==> src/rtl/multicycle_controller.sv <==
// Multi-cycle sequencing FSM for the rv32 core: owns PC and IR and walks one
// instruction at a time through FETCH..WB. Optional MCC_ILLEGAL_TRAP_EN enables the sticky trap state.
module multicycle_controller #(
  parameter logic [31:0] RESET_PC = 32'h0000_0000
) (
  input  logic        clk_i,
  input  logic        rst_i,
  input  logic        halt_i,
  output logic        imem_req_o,
  output logic [31:0] imem_addr_o,
  input  logic        imem_rvalid_i,
  input  logic [31:0] imem_rdata_i,
  output logic [31:0] ir_o,
  input  logic        dec_valid_i,
  input  logic        dec_reg_write_i,
  input  logic        dec_mem_read_i,
  input  logic        dec_mem_write_i,
  input  logic        dec_branch_i,
  input  logic        dec_jump_i,
  input  logic        branch_taken_i,
  input  logic [31:0] target_addr_i,
  output logic        dmem_req_o,
  output logic        dmem_we_o,
  input  logic        dmem_rvalid_i,
  output logic        alu_en_o,
  output logic        rf_we_o,
  output logic [1:0]  wb_sel_o,
  output logic [31:0] pc_o,
  output logic [2:0]  state_o,
  output logic        retire_o,
  output logic        trap_o
);

  typedef enum logic [2:0] {
    S_FETCH   = 3'd0,
    S_WAIT_I  = 3'd1,
    S_DECODE  = 3'd2,
    S_EXECUTE = 3'd3,
    S_MEM     = 3'd4,
    S_WAIT_D  = 3'd5,
    S_WB      = 3'd6,
    S_TRAP    = 3'd7
  } state_e;

  state_e      state_q, state_d;
  logic [31:0] pc_q, pc_d;
  logic [31:0] ir_q, ir_d;
  logic        illegal_q, illegal_d;

  logic [31:0] pc_plus4;
  logic        is_mem;
  logic        redirect;

  // An illegal opcode that is not trapped behaves as a NOP, so it masks every
  // decoded side effect (memory access, register write, redirect).
  assign pc_plus4 = pc_q + 32'd4;
  assign is_mem   = (dec_mem_read_i | dec_mem_write_i) & ~illegal_q;
  assign redirect = ~illegal_q & (dec_jump_i | (dec_branch_i & branch_taken_i));

  always_comb begin
    state_d    = state_q;
    pc_d       = pc_q;
    ir_d       = ir_q;
    illegal_d  = illegal_q;
    imem_req_o = 1'b0;
    dmem_req_o = 1'b0;
    dmem_we_o  = 1'b0;
    alu_en_o   = 1'b0;
    rf_we_o    = 1'b0;
    wb_sel_o   = 2'b00;
    retire_o   = 1'b0;

    unique case (state_q)
      S_FETCH: begin
        // Reset takes priority, so no request leaks out while rst_i is high.
        if (!halt_i && !rst_i) begin
          imem_req_o = 1'b1;
          state_d    = S_WAIT_I;
        end
      end
      S_WAIT_I: begin
        if (imem_rvalid_i) begin
          ir_d    = imem_rdata_i;
          state_d = S_DECODE;
        end
      end
      S_DECODE: begin
        illegal_d = ~dec_valid_i;
`ifdef MCC_ILLEGAL_TRAP_EN
        state_d   = dec_valid_i ? S_EXECUTE : S_TRAP;
`else
        state_d   = S_EXECUTE;
`endif
      end
      S_EXECUTE: begin
        alu_en_o = 1'b1;
        state_d  = is_mem ? S_MEM : S_WB;
      end
      S_MEM: begin
        dmem_req_o = 1'b1;
        dmem_we_o  = dec_mem_write_i;
        state_d    = S_WAIT_D;
      end
      S_WAIT_D: begin
        if (dmem_rvalid_i) begin
          state_d = S_WB;
        end
      end
      S_WB: begin
        retire_o = 1'b1;
        rf_we_o  = dec_reg_write_i & ~illegal_q;
        if (!illegal_q) begin
          if (dec_jump_i) begin
            wb_sel_o = 2'b10;
          end else if (dec_mem_read_i) begin
            wb_sel_o = 2'b01;
          end
        end
        pc_d    = redirect ? target_addr_i : pc_plus4;
        state_d = S_FETCH;
      end
      S_TRAP: begin
`ifdef MCC_ILLEGAL_TRAP_EN
        state_d = S_TRAP;
`else
        state_d = S_FETCH;
`endif
      end
      default: begin
        state_d = S_FETCH;
      end
    endcase
  end

  always_ff @(posedge clk_i) begin
    if (rst_i) begin
      state_q   <= S_FETCH;
      pc_q      <= RESET_PC;
      ir_q      <= 32'd0;
      illegal_q <= 1'b0;
    end else begin
      state_q   <= state_d;
      pc_q      <= pc_d;
      ir_q      <= ir_d;
      illegal_q <= illegal_d;
    end
  end

`ifdef MCC_ILLEGAL_TRAP_EN
  assign trap_o = (state_q == S_TRAP);
`else
  assign trap_o = 1'b0;
`endif

  assign imem_addr_o = pc_q;
  assign pc_o        = pc_q;
  assign ir_o        = ir_q;
  assign state_o     = state_q;

endmodule

==> config.mk <==
export PLATFORM = sky130hd
export DESIGN_NAME = multicycle_controller
export DESIGN_NICKNAME = d
export VERILOG_FILES = /design/src/rtl/multicycle_controller.sv
export SDC_FILE = /design/constraint.sdc
export NUM_CORES = 1
export LEC_CHECK = 0
export ABC_AREA = 1
export CELL_PAD_IN_SITES_DETAIL_PLACEMENT = 0
export CELL_PAD_IN_SITES_GLOBAL_PLACEMENT = 1
export CORE_ASPECT_RATIO = 1.4
export CORE_MARGIN = 3
export CORE_UTILIZATION = 25
export CTS_CLUSTER_SIZE = 8
export DETAILED_ROUTE_END_ITERATION = 7
export PLACE_DENSITY = 0.79
export SLEW_MARGIN = 20
export SYNTH_ARGS = -nofsm -noshare
export SYNTH_HDL_FRONTEND = slang
export SYNTH_SLANG_ARGS = --single-unit
==> constraint.sdc <==
create_clock -name clk_i -period 1.7 [get_ports clk_i]
set_clock_uncertainty 0.15 [all_clocks]
set_input_delay 0.51 -clock clk_i [delete_from_list [all_inputs] [get_ports clk_i]]
set_output_delay 0.51 -clock clk_i [all_outputs]
set_load 0.005 [all_outputs]
======== After elaboration in Yosys (flattened, before gate mapping) ========
Cells that the tools add are included.
storage, ports and cells
  register bits ........................... 68
  latch bits .............................. 0
  memory bits (writable) .................. 0
  ROM bits ................................ 0
  input bits .............................. 76
  output and inout bits ................... 108
  logic and storage cells ................. 47
  memories kept ........................... 0
cells by class
  add/sub/neg operators ................... 1
  $mul .................................... 0
  divide/modulo/power cells ............... 0
  magnitude comparators ................... 0
  equality and inequality tests ........... 10
  shift-type cells ........................ 0
  multiplexer cells ....................... 17
  bitwise operators ....................... 8
  reduce and logical (&&, ||, !) cells .... 7
operators with widths
  operator                                       number
  adder 32 x 3 -> 32 bit, second input constant  1
  two-way mux 32 bit                             1
  one-hot mux 3 bit (7 select lines)             1
  == test 3 bit, second input constant           4
  two-way mux 3 bit                              3
  two-way mux 1 bit                              8
  two-way mux 2 bit                              4
  == test 3 x 2 -> 1 bit, second input constant  2
  inequality test 2 bit, second input constant   3
  bitwise AND 1 bit                              4
  == test 3 x 1 -> 1 bit, second input constant  1
  zero test 3 bit                                1
  AND reduction 3 bit                            1
  zero test 1 bit                                2
  NOT 1 bit                                      2
  OR 1 bit                                       2
  AND reduction 2 bit                            1
  OR reduction 2 bit                             1
  logical AND 1 bit                              1

======== Longest topological paths before layout ========
  depth in word-level cells ............... 4
  mapped depth ............................ 10
  mapped depth without buffers ............ 10

======== Worst setup path after synthesis ========
No wires, ideal clock.
  path kind ............................... flip-flop to output port
  start ................................... register state_q[2], in the netlist state_o[2]
  end ..................................... output port rf_we_o
  data arrival time ....................... 1.159 ns
  required time ........................... 1.040 ns
  setup slack ............................. -0.119 ns
  cell stages (with the launch flop) ...... 7
  path buffers ............................ 2
  path through ............................ dfxtp_1 > nand2_2 > nor2_4 > inv_2 > buf_4 > buf_2 > nor2_1
on the way
  cells in the longest elaborated chain, start to end .. 2
RTL lines
  item                    RTL line  source
  from (decl)             45        state_e state_q, state_d;
  from (signal assigned)  142       state_q <= state_d;
  == test 3 bit           73        unique case (state_q)
  two-way mux 1 bit       73
  to (decl)               26        output logic rf_we_o,
No other way between the ends.

======== Worst setup path after layout ========
  start ................................... input port halt_i
  end ..................................... output port imem_req_o
on the way
  cells in the longest elaborated chain, start to end .. 4
RTL lines
  item               RTL line  source
  from (decl)        8         input logic halt_i,
  zero test 1 bit    76        if (!halt_i && !rst_i) begin
  logical AND 1 bit  76
  two-way mux 1 bit  76
  two-way mux 1 bit  73
  to (decl)          9         output logic imem_req_o,
No other way between the ends.

==> results.toml <==
[logic_synthesis]
synth_top_family_by_area = "simple AND/OR/NAND/NOR gates"
ys_warn_count = 0
avgSynthCellArea_um2 = 6.27
synth_xor_area_frac = 0
netlist_area_mm2 = 0.00389
ys_seq_elements = 68
netlist_instances = 620
ys.flop_type = "dfxtp_1"
synth_edf_count = 0
syn_nets = 697
synth_cell_types = 29
synth_fa_ha_area_frac = 0.00322
yosys.area_share.simple = 0.368
synth_compound_area_frac = 0.118
async_flop_share = 0
yosysSeqAreaShare = 0.350
synthMuxAreaShare = 0

[power_and_ir_drop]
ir_drop_mv = 0.423
p_int_mw = 3.36
cellLeakagePower_nw = 3.31
switching_share = 0.259
p_clk_frac = 0.447
total_power_mw = 4.53
p_sw_mw = 1.18
pwr-share-seq = 0.375
pwr-share-comb = 0.178
powerDensity_mw_per_mm2 = 637

[floorplanning]
die_h_um = 154
pin_count = 184
initial_core_util = 0.257
die_area_mm2 = 0.0171
core_area_mm2 = 0.0151
die_x_um = 111
rows = 53

[timing]
final_max_slew_viol_count = 0
fmax_mhz = 512
setup_viol = 9
fin_setup_tns_ns = -1.52
setup_ws_ns = -0.252
grt_setup_unrepaired = "true"
period_needed_ns = 1.95
hold_viol = 0
whs_ns = 0.325
fin_crit_sh = 1.15

[cts]
cts_tree = "built"
path_clk_slew_ns = 0.06
cts_root_buffer = "clkbuf_16"
cts_sinks = 68
holdBufCountCts = 0
htreeDepth = 3
clkLatencyLatePin_ns = 0.34
numCtsBuffers = 9
clock_path_buffers = 2

[routing]
drc_errors = 0
drtIter0Drc = 147
drt_pass1_iterations = 4
ant_nets = 0
num_vias = 4675
viasPerCell = 4.44
wl_per_cell_um = 14.0
drt-total-wl_mm = 14.8

[finish]
nNetsFinal = 934
final_cell_mix = "137 x nand2_1, 98 x nor2_1, 87 x dlygate4sd2_1"
final_common_cell = "nand2_1"
antenna_cells = 0
drive_gt1_frac = 0.271
area_delta_synth_final_pct = 83.2
final_cell_area_mm2 = 0.00712
final_util = 0.471

[setup_path]
critPathMaxStageDelay_ns = 0.43
critPathRequiredTime_ns = 1.04
worst-setup-path-type = "input port to output pin"
crit_arrival_ns = 1.29
cp-end-kind = "output pin"
startpoint_type = "input port"
path_cells = "clkdlybuf4s50_1 -> nor4_2 -> buf_2"
crit_path_max_fanout = 2
cpMaxStageDelayCell = "clkdlybuf4s50_1"

[place]
dpl_cell_area_mm2 = 0.00617
port_buffers = 182
post-dp-hpwl_mm = 10.5
routabilityCongestion = 0.783

[outcome]
violations = "setup timing"
status = "finished with violations"

[global_routing]
antenna_found_initial = 0
gr-usage-all-layers = 0.163
grt.overflow.total = 0
grt_pass1_wl_mm = 22.7
grt_pass1_vias = 4581
grt_start_max_net_pins = 32

[job]
max_cap_viol_count = 0

[hold_path]
hold_path.class = "flop to flop"
==> per-stage QoR <==
stage / std cells / worst slack (ns)
after floorplan: 620 / 0.00132
after global placement: 1008 / -0.704
after detailed placement: 1008 / -0.717
after CTS: 1048 / -0.262
after global routing: 1054 / -0.322
final: 1054 / -0.252
==> worst paths after layout <==
path	startpoint	to	slack, ns	depth (start not counted)
setup / recovery	halt_i	imem_req_o	-0.25	3
hold / removal	ir_o[11]$_SDFFE_PP0P_	ir_o[11]$_SDFFE_PP0P_	0.32	2
setup reg to reg	state_o[1]$_SDFFE_PP0P_	state_o[0]$_SDFFE_PP0P_	-0.02	11
hold reg to reg	ir_o[11]$_SDFFE_PP0P_	ir_o[11]$_SDFFE_PP0P_	0.32	2
==> state kept, by name, summed over array words and instances (netlist names) <==
| signal | flops |
|---|---|
| state_o | 3 |
| ir_o | 32 |
| illegal_q | 1 |
| imem_addr_o | 32 |
==> synth_stat cells (2+ instances only) <==
library cell  number  area share
inv_1             61       0.059
clkbuf_1          11       0.011
nor2_4             3      0.0087
a211oi_1           2      0.0039
nand2_2            2      0.0032
a21oi_1           20       0.026
a22oi_1            2      0.0039
o211ai_1           7       0.014
buf_4             40       0.077
dfxtp_1           68        0.35
nor2_1           121        0.12
nand4_1            2      0.0032
nand3_1           47       0.061
a31oi_1            2      0.0032
buf_2              5      0.0064
nor3_1            11       0.014
nand2_1          152        0.15
o21ai_0           53       0.068
==> timing repair <==
item,in CTS,in global routing
buffers inserted,24,6
gates cloned,1,2
setup endpoints to repair,167,76
pin swaps,13,26
resized for setup,237,88
==> metal layers <==
layer / global-route usage / wire (um)
met2: 0.306 / 7690
met5: 0 / 0
met1: 0.171 / 5590
met3: 0.0575 / 1190
met4: 0.0446 / 311
==> critical path: cells and delay by family <==
family / cells / cell delay, ns
simple gates: 1 / 0.20
buf+inv: 2 / 0.58
==> kinds of logic (layout without fill, tap and decap cells) <==
logic type | count (synthesis) | count (layout)
simple gates | 344 | 344
buf+inv | 120 | 362
other cells | 1 | 1
fa+ha+maj | 1 | 1
flops | 68 | 68
compound gates | 86 | 86
==> area by class of cell <==
type / count / area [um^2]
Inverter: 63 / 244
Clock inverter: 6 / 68.8
Multi-Input combinational cell: 432 / 2200
Fill cell: 1584 / 8000
Sequential cell: 68 / 1460
Clock buffer: 10 / 250
Tap cell: 192 / 240
Timing Repair Buffer: 283 / 2660
==> power groups by stage <==
stage | clock network (mW) | logic, mW | registers, mW
final | 2.03 | 0.808 | 1.70
after global routing | 2.15 | 0.887 | 1.71
after CTS | 2.07 | 0.773 | 1.70
after detailed placement | 0 | 0.765 | 1.76
after global placement | 0 | 0.770 | 1.76
after floorplan | 0 | 0.259 | 1.77
No activity file was read; power rests on OpenSTA's default activity.
